### src/rtl/rst_sequencer.sv
// rst_sequencer
//   Synchronizes and debounces the raw RST_n pushbutton, stretches the
//   reset, then releases NUM_DOM active-low domain resets one after another
//   (bit 0 first). A one-cycle software request also restarts the sequence.
//   The cause of the most recent reset is kept in rst_cause.
//
//   Optional watchdog: compile with RST_SEQ_WDOG_EN defined. Without it,
//   wdog_kick is ignored, wdog_flag is tied low and rst_cause never reads 11.
module rst_sequencer #(
  parameter int NUM_DOM      = 3,     // domain reset outputs, 1..8
  parameter int SYNC_STAGES  = 2,     // RST_n synchronizer depth, >= 2
  parameter int DEBOUNCE_CYC = 16,    // stable samples needed to accept a change
  parameter int STRETCH_CYC  = 8,     // cycles in STRETCH before domain 0 releases
  parameter int GAP_CYC      = 4,     // cycles between domain releases, >= 1
  parameter int WDOG_CYC     = 1024   // watchdog timeout (watchdog build only)
) (
  input  logic               clk,
  input  logic               rst,
  input  logic               RST_n,
  input  logic               sw_rst_req,
  input  logic               wdog_kick,
  output logic [NUM_DOM-1:0] rst_n_dom,
  output logic               all_rdy,
  output logic [1:0]         rst_cause,
  output logic               wdog_flag
);

  typedef enum logic [1:0] {
    ST_ASSERT  = 2'd0,
    ST_STRETCH = 2'd1,
    ST_RELEASE = 2'd2,
    ST_RUN     = 2'd3
  } state_e;

  typedef enum logic [1:0] {
    CAUSE_POR  = 2'b00,
    CAUSE_BTN  = 2'b01,
    CAUSE_SW   = 2'b10,
    CAUSE_WDOG = 2'b11
  } cause_e;

  // Debounce counter only needs to reach DEBOUNCE_CYC-1.
  localparam int DB_W = (DEBOUNCE_CYC > 1) ? $clog2(DEBOUNCE_CYC) : 1;
  localparam logic [DB_W-1:0] DB_LAST = DB_W'(DEBOUNCE_CYC - 1);

  // One timer serves both the stretch and the inter-domain gap.
  localparam int TC_MAX = (STRETCH_CYC > GAP_CYC) ? STRETCH_CYC : GAP_CYC;
  localparam int TC_W   = (TC_MAX > 1) ? $clog2(TC_MAX) : 1;
  localparam logic [TC_W-1:0] STRETCH_LAST = TC_W'(STRETCH_CYC - 1);
  localparam logic [TC_W-1:0] GAP_LAST     = TC_W'(GAP_CYC - 1);

  localparam logic [NUM_DOM-1:0] DOM_FIRST = NUM_DOM'(1);

  // Button path
  logic [SYNC_STAGES-1:0] sync_q;
  logic                   btn_sync;
  logic [DB_W-1:0]        db_cnt_q;
  logic                   btn_db_q;
  logic                   btn_dly_q;

  // Sequencer
  state_e                 state_q;
  logic [TC_W-1:0]        tcnt_q;
  logic [NUM_DOM-1:0]     rst_n_dom_q;
  logic [NUM_DOM-1:0]     dom_d;
  logic                   all_rdy_q;
  cause_e                 cause_q;
  cause_e                 cause_d;

  // Trigger decode
  logic                   btn_fall;
  logic                   wdog_to;
  logic                   trig;

  assign btn_sync = sync_q[SYNC_STAGES-1];

  // Synchronize RST_n, then accept a new level only after it has differed
  // from the debounced level for DEBOUNCE_CYC consecutive samples.
  // NOTE: every flop in the design is written with <= so that all registers
  // sample the pre-edge values, which is what makes the shift chain work.
  always_ff @(posedge clk) begin
    if (rst) begin
      sync_q    <= '0;
      db_cnt_q  <= '0;
      btn_db_q  <= 1'b0;
      btn_dly_q <= 1'b0;
    end else begin
      sync_q    <= {sync_q[SYNC_STAGES-2:0], RST_n};
      btn_dly_q <= btn_db_q;
      if (btn_sync != btn_db_q) begin
        if (db_cnt_q == DB_LAST) begin
          btn_db_q <= btn_sync;
          db_cnt_q <= '0;
        end else begin
          db_cnt_q <= db_cnt_q + 1'b1;
        end
      end else begin
        db_cnt_q <= '0;
      end
    end
  end

`ifdef RST_SEQ_WDOG_EN
  localparam int WD_W = (WDOG_CYC > 1) ? $clog2(WDOG_CYC) : 1;
  localparam logic [WD_W-1:0] WD_LAST = WD_W'(WDOG_CYC - 1);

  logic [WD_W-1:0] wd_cnt_q;
  logic            wdog_flag_q;

  // The watchdog only expires in RUN, and only if not kicked this cycle.
  assign wdog_to   = (state_q == ST_RUN) && !wdog_kick && (wd_cnt_q == WD_LAST);
  assign wdog_flag = wdog_flag_q;

  // Watchdog counts RUN cycles since the last kick; the flag stays set until rst.
  always_ff @(posedge clk) begin
    if (rst) begin
      wd_cnt_q    <= '0;
      wdog_flag_q <= 1'b0;
    end else begin
      if ((state_q != ST_RUN) || wdog_kick || trig) begin
        wd_cnt_q <= '0;
      end else begin
        wd_cnt_q <= wd_cnt_q + 1'b1;
      end
      if (wdog_to) begin
        wdog_flag_q <= 1'b1;
      end
    end
  end
`else
  logic unused_wdog_kick;

  assign unused_wdog_kick = wdog_kick;
  assign wdog_to          = 1'b0;
  assign wdog_flag        = 1'b0;
`endif

  // Trigger detection, cause priority and the next release pattern.
  // NOTE: each variable gets a value on every path through this block, so no
  // latch is inferred.
  always_comb begin
    btn_fall = btn_dly_q & ~btn_db_q;
    trig     = btn_fall | sw_rst_req | wdog_to;
    if (btn_fall) begin
      cause_d = CAUSE_BTN;
    end else if (wdog_to) begin
      cause_d = CAUSE_WDOG;
    end else begin
      cause_d = CAUSE_SW;
    end
    // Thermometer: the next domain joins the ones already released.
    dom_d = (rst_n_dom_q << 1) | DOM_FIRST;
  end

  // Sequencer FSM with registered outputs. A trigger in any state drops all
  // domains at once and restarts from ASSERT.
  always_ff @(posedge clk) begin
    if (rst) begin
      state_q     <= ST_ASSERT;
      tcnt_q      <= '0;
      rst_n_dom_q <= '0;
      all_rdy_q   <= 1'b0;
      cause_q     <= CAUSE_POR;
    end else if (trig) begin
      state_q     <= ST_ASSERT;
      tcnt_q      <= '0;
      rst_n_dom_q <= '0;
      all_rdy_q   <= 1'b0;
      cause_q     <= cause_d;
    end else begin
      case (state_q)
        ST_ASSERT: begin
          rst_n_dom_q <= '0;
          all_rdy_q   <= 1'b0;
          tcnt_q      <= '0;
          if (btn_db_q) begin
            state_q <= ST_STRETCH;
          end
        end
        ST_STRETCH: begin
          if (tcnt_q == STRETCH_LAST) begin
            tcnt_q      <= '0;
            rst_n_dom_q <= dom_d;
            // With a single domain there is no gap phase.
            state_q     <= (&dom_d) ? ST_RUN : ST_RELEASE;
          end else begin
            tcnt_q <= tcnt_q + 1'b1;
          end
        end
        ST_RELEASE: begin
          if (tcnt_q == GAP_LAST) begin
            tcnt_q      <= '0;
            rst_n_dom_q <= dom_d;
            if (&dom_d) begin
              state_q <= ST_RUN;
            end
          end else begin
            tcnt_q <= tcnt_q + 1'b1;
          end
        end
        ST_RUN: begin
          all_rdy_q <= 1'b1;
        end
        default: begin
          state_q <= ST_ASSERT;
        end
      endcase
    end
  end

  assign rst_n_dom = rst_n_dom_q;
  assign all_rdy   = all_rdy_q;
  assign rst_cause = cause_q;

endmodule

### config.mk
export PLATFORM = sky130hd
export DESIGN_NAME = rst_sequencer
export DESIGN_NICKNAME = d
export VERILOG_FILES = /design/src/rtl/rst_sequencer.sv
export SDC_FILE = /design/constraint.sdc
export NUM_CORES = 1
export LEC_CHECK = 0
export BUFFER_PORTS_ARGS = -buffer_cell sky130_fd_sc_hd__buf_2
export CORE_AREA = 4 4 47 49
export DETAILED_ROUTE_END_ITERATION = 8
export DIE_AREA = 0 0 51 53
export PLACE_DENSITY_LB_ADDON = 0.1
export REMOVE_ABC_BUFFERS = 1
export SYNTH_ARGS = -nofsm -noshare
export SYNTH_HDL_FRONTEND = slang
export SYNTH_SLANG_ARGS = --single-unit
### constraint.sdc
create_clock -name clk -period 2.4 [get_ports clk]
set_input_delay 0.48 -clock clk [delete_from_list [all_inputs] [get_ports clk]]
set_output_delay 0.48 -clock clk [all_outputs]
set_load 0.05 [all_outputs]
# ---- Word-level counts from Yosys, hierarchy flattened
# Index checks and enable logic that the tools add are counted.
dict set report totals {
  register_bits 19
}
dict set report classes {
  mux 14
  addsub 2
  eq_ne 11
  bitwise_logic 4
  n_reduce_logical 9
}
# operator count
set op_table {}
lappend op_table {{3-bit case mux with 3 select lines} 2}
lappend op_table {{3-bit 2-to-1 mux} 4}
lappend op_table {{2-bit 2-to-1 mux} 5}
lappend op_table {{2-bit != test, second input constant} 4}
lappend op_table {{2-bit case mux with 3 select lines} 1}
lappend op_table {{5-bit AND reduction} 1}
lappend op_table {{4-bit by 1-bit adder with 4-bit output, second input constant} 1}
lappend op_table {{2-bit equality test, second input constant} 2}
lappend op_table {{4-bit equality test, second input constant} 1}
lappend op_table {{2-bit AND reduction} 2}
lappend op_table {{3-bit by 1-bit adder with 3-bit output, second input constant} 1}
lappend op_table {{3-bit by 2-bit equality test with 1-bit output, second input constant} 1}
lappend op_table {{3-bit equality test, second input constant} 1}
lappend op_table {{3-bit AND reduction} 1}
lappend op_table {{3-bit nonzero test} 1}
lappend op_table {{3-bit OR reduction} 1}
lappend op_table {{2-bit by 1-bit equality test with 1-bit output, second input constant} 1}
lappend op_table {{2-bit logical NOT} 1}
lappend op_table {{1-bit inverter} 2}
lappend op_table {{1-bit case mux with 2 select lines} 1}
lappend op_table {{2-bit nonzero test} 1}
lappend op_table {{2-bit OR reduction} 1}
lappend op_table {{1-bit bitwise AND} 1}
lappend op_table {{1-bit 2-to-1 mux} 1}
lappend op_table {{other kinds (2)} 2}

# ---- Depth between registers and ports, before layout
dict set report logic_depth {
  depth_word 4
  ltp_mapped 7
  mapped_depth_nobuf 7
}

# ---- Least setup slack after synthesis
# OpenSTA, ideal clock, no wires.
dict set report synth_timing {
  kind {register to register}
  from {reg state_q[1]}
  to {reg state_q[0]}
  path_buffers 1
  setup_ns 0.070
  required_ns 2.330
  path_slack_ns 0.617
  path_stages_with_launch 8
  t_arrival_ns 1.713
  path_cell_list {dfxtp_1 > inv_1 > ha_1 > a21boi_1 > o32a_1 > clkbuf_1 > or3_1 > a21oi_1}
}
dict set report synth_between {
  elab_chain_cells 3
}
# item line_no
set synth_rtl {}
lappend synth_rtl {{from (decl)} 62} ;# state_e state_q;
lappend synth_rtl {{from (signal assigned)} 185} ;# state_q <= (&dom_d) ? ST_RUN : ST_RELEASE;
lappend synth_rtl {{2-bit equality test, or another cell as far along} 171} ;# case (state_q)
lappend synth_rtl {{2-bit != test (no source line) / 3-bit nonzero test (equally long branches)} -}
lappend synth_rtl {{5-bit AND reduction (no source line)} -}
# Parallel ways exist; a longest one is shown, timed or not.
# A chain may end at the register's enable or synchronous reset.

# ---- Worst setup path in the final report
# Ends and elaborated chain as after synthesis.

==> flow_metrics.tcl <==
set metrics [dict create \
    run_status "complete, no violations" \
    synth_area_sq_um 935 \
    yosysWarnings 0 \
    clockRootBuffer "clkbuf_4" \
    design.portCount 12 \
    postSynthAreaPerCell_sq_um 9.16 \
    cts_hold_buffers 0 \
    drc 0 \
    crit-reg2reg-launch "state_q[1]$_SDFFE_PP0P_" \
    rows 16 \
    post_cts_resize_count 0 \
    fin_skew_ns 0.00346 \
    numPortBuffers 9 \
    synthDominantCellAreaShare_pct 40.7 \
    setup.worst_path.end_class "flip-flop" \
    finalHoldViolCount 0 \
    multi_input_area_sq_um 483 \
    power_per_cell_area_mw_per_mm2 508 \
    p_leak_nw 0.425 \
    timing.critical_path.arrival_ns 2.18 \
    setup.worst_path.start "state_q[1]$_SDFFE_PP0P_" \
    ys_top_cells_by_area "dfxtp_1 (41%), ha_1 (13%), nor2_1 (5.2%)" \
    synthDominantAreaCellType "dfxtp_1" \
    clock.fmax_ghz 0.518 \
    total_power_mw 0.513 \
    ys_dominant_reg_cell "dfxtp_1" \
    die_height_microns 53 \
    final-max-slew-violation-count 0 \
    final_cell_mix "dfxtp_1 (19), nor2_1 (13), inv_1 (10), ha_1 (10), buf_2 (9)" \
    wire_length_of_the_first_global_routing_pass_mm 2.68 \
    synth_cell_types 33 \
    clock_latency_late_sink_ns 0.31 \
    most_common_cell_after_layout_fill_and_taps_aside "dfxtp_1" \
    cts-htree-levels 1 \
    largest_net_degree_at_the_start_of_global_routing 13 \
    critPathLaunchType "flip-flop" \
    postSynthRegisterBits 19 \
    fp.dieW_microns 51 \
    post_route_cells_drive_above_1_share_pct 12.6 \
    avg_wl_per_cell_microns 11.2 \
    fillers 187 \
    global_route.usage.total_pct 13.5 \
    final_core_utilization_pct 54.2 \
    drt_pre_antenna_iters 4 \
    seq_area_frac_synth_pct 40.7 \
    hpwlAfterDp_mm 1.13 \
    worst-r2r-setup-slack_ns 0.47 \
    drtAntennaViolNets 0 \
    area.sequential_sq_um 380 \
    postCtsSetupBuffers 0 \
    design.core.area_sq_mm 0.00186 \
    finalCriticalPeriod_ns 1.93 \
    synth_edf_count 0 \
    worst_ir_drop_vdd_v 0.000326 \
    drt-initial-drc-count 4 \
    postSynthCellCount 102 \
    antenna_violations_before_repair 0 \
    globalRouteOverflowTotal 0 \
    postRouteWirelength_mm 1.54 \
    nNetsFinal 127 \
    cts-buffers-inserted 3 \
    floorplan.initialDensity_pct 50.2 \
    vias 690 \
    ys_async_sr_fraction_pct 0 \
    hold_start "RST_n" \
    setup_violations 0 \
    max_cap_viol_count 0 \
    rsz0062_at_grt "no" \
    areaGrowthSynthToFinish_pct 8.03 \
    hold-worst-slack_ns 0.368 \
    path_clk_slew_ns 0.11 \
    critical_path_class "reg -> reg" \
    tritoncts_clock_tree "done" \
    antenna_cells 0 \
    hold_path.class "in -> reg" \
    final.setup.tns_ns 0 \
    detail_route.vias_per_cell 5.00 \
    cts.sink_count 19 \
    clock_path_buffers 2 \
    critical_path_peak_fanout 7 \
    gp_routability_congestion 0.671 \
    grt_pass1_vias 645 \
    design.die.area_sq_mm 0.00270 \
    final_min_period_over_clock_period_pct 80.4 \
    worst_ep_required_time_ns 2.65 \
]
-- power by group --
group,leakage (nW),internal [mW],total [mW],switching [mW]
clock network,0.0139,0.0636,0.170,0.106
logic,0.257,0.00685,0.0226,0.0158
registers,0.154,0.319,0.320,0.00147
total,0.425,0.389,0.513,0.124
-- cells in the mapped netlist (2+ instances only) --
library cell / n
a21oi_1: 6
and2_1: 3
and2b_1: 2
buf_6: 2
dfxtp_1: 19
ha_1: 10
inv_1: 10
mux2i_1: 4
nand2_1: 5
nor2_1: 13
nor3_1: 2
or3_1: 4
xnor2_1: 2
-- layout make-up --
cell class	instances	share of cell area, %
multi-input combinational	69	47.8
sequential	19	37.7
timing repair buffer	9	4.46
inverter	10	3.72
tap	27	3.35
clock buffer	3	2.23
clock inverter	1	0.743
-- sequential cells by signal (all words and copies together), names as in the netlist --
| register | count |
|---|---|
| db_cnt_q | 4 |
| sync_q | 2 |
| rst_cause | 2 |
| btn_dly_q | 1 |
| rst_n_dom | 3 |
| tcnt_q | 3 |
| all_rdy | 1 |
| btn_db_q | 1 |
| state_q | 2 |
-- worst paths after layout --
kind                                                 to  cells after the start
worst max-delay path            state_q[0]$_SDFFE_PP0P_                      6
worst min register to register     sync_q[1]$_SDFF_PP0_                      1
worst max register to register  state_q[0]$_SDFFE_PP0P_                      6
worst min-delay path               sync_q[0]$_SDFF_PP0_                      2
-- critical path, cell delays in order (launching register included) --
cell and delay (ns):
dfxtp_1 0.45, inv_1 0.11, ha_1 0.24, a21boi_1 0.14
o32a_1 0.41, or3_1 0.38, a21oi_1 0.14
-- layer usage --
metal | global-route usage, % | share of wire [%]
met5 | 0 | 0
met4 | 8.07 | 2.6
met3 | 3.94 | 5.3
met2 | 20.4 | 42
met1 | 16.9 | 50
-- cell families (layout without fill, tap and decap cells) --
logic type	Yosys count	after routing	synth area share [%]
and+or+nand+nor	36	36	19.8
xor gates and xnor gates	3	3	2.81
AOI/OAI and AO/OA	15	15	11.0
DFF	19	19	40.7
muxes	4	4	4.28
other	1	1	0.401
adders and majority gates	10	10	13.4
buffers and inverters	14	23	7.63
-- through the flow --
stage	instance area, sq um	setup WS (ns)	cells
2_1_floorplan	901	0.680	98
3_3_place_gp	980	0.530	134
3_5_place_dp	980	0.512	134
4_1_cts	1010	0.472	138
5_1_grt	1010	0.344	138
6_report	1010	0.470	138
Power figures use the tool's default switching activity.
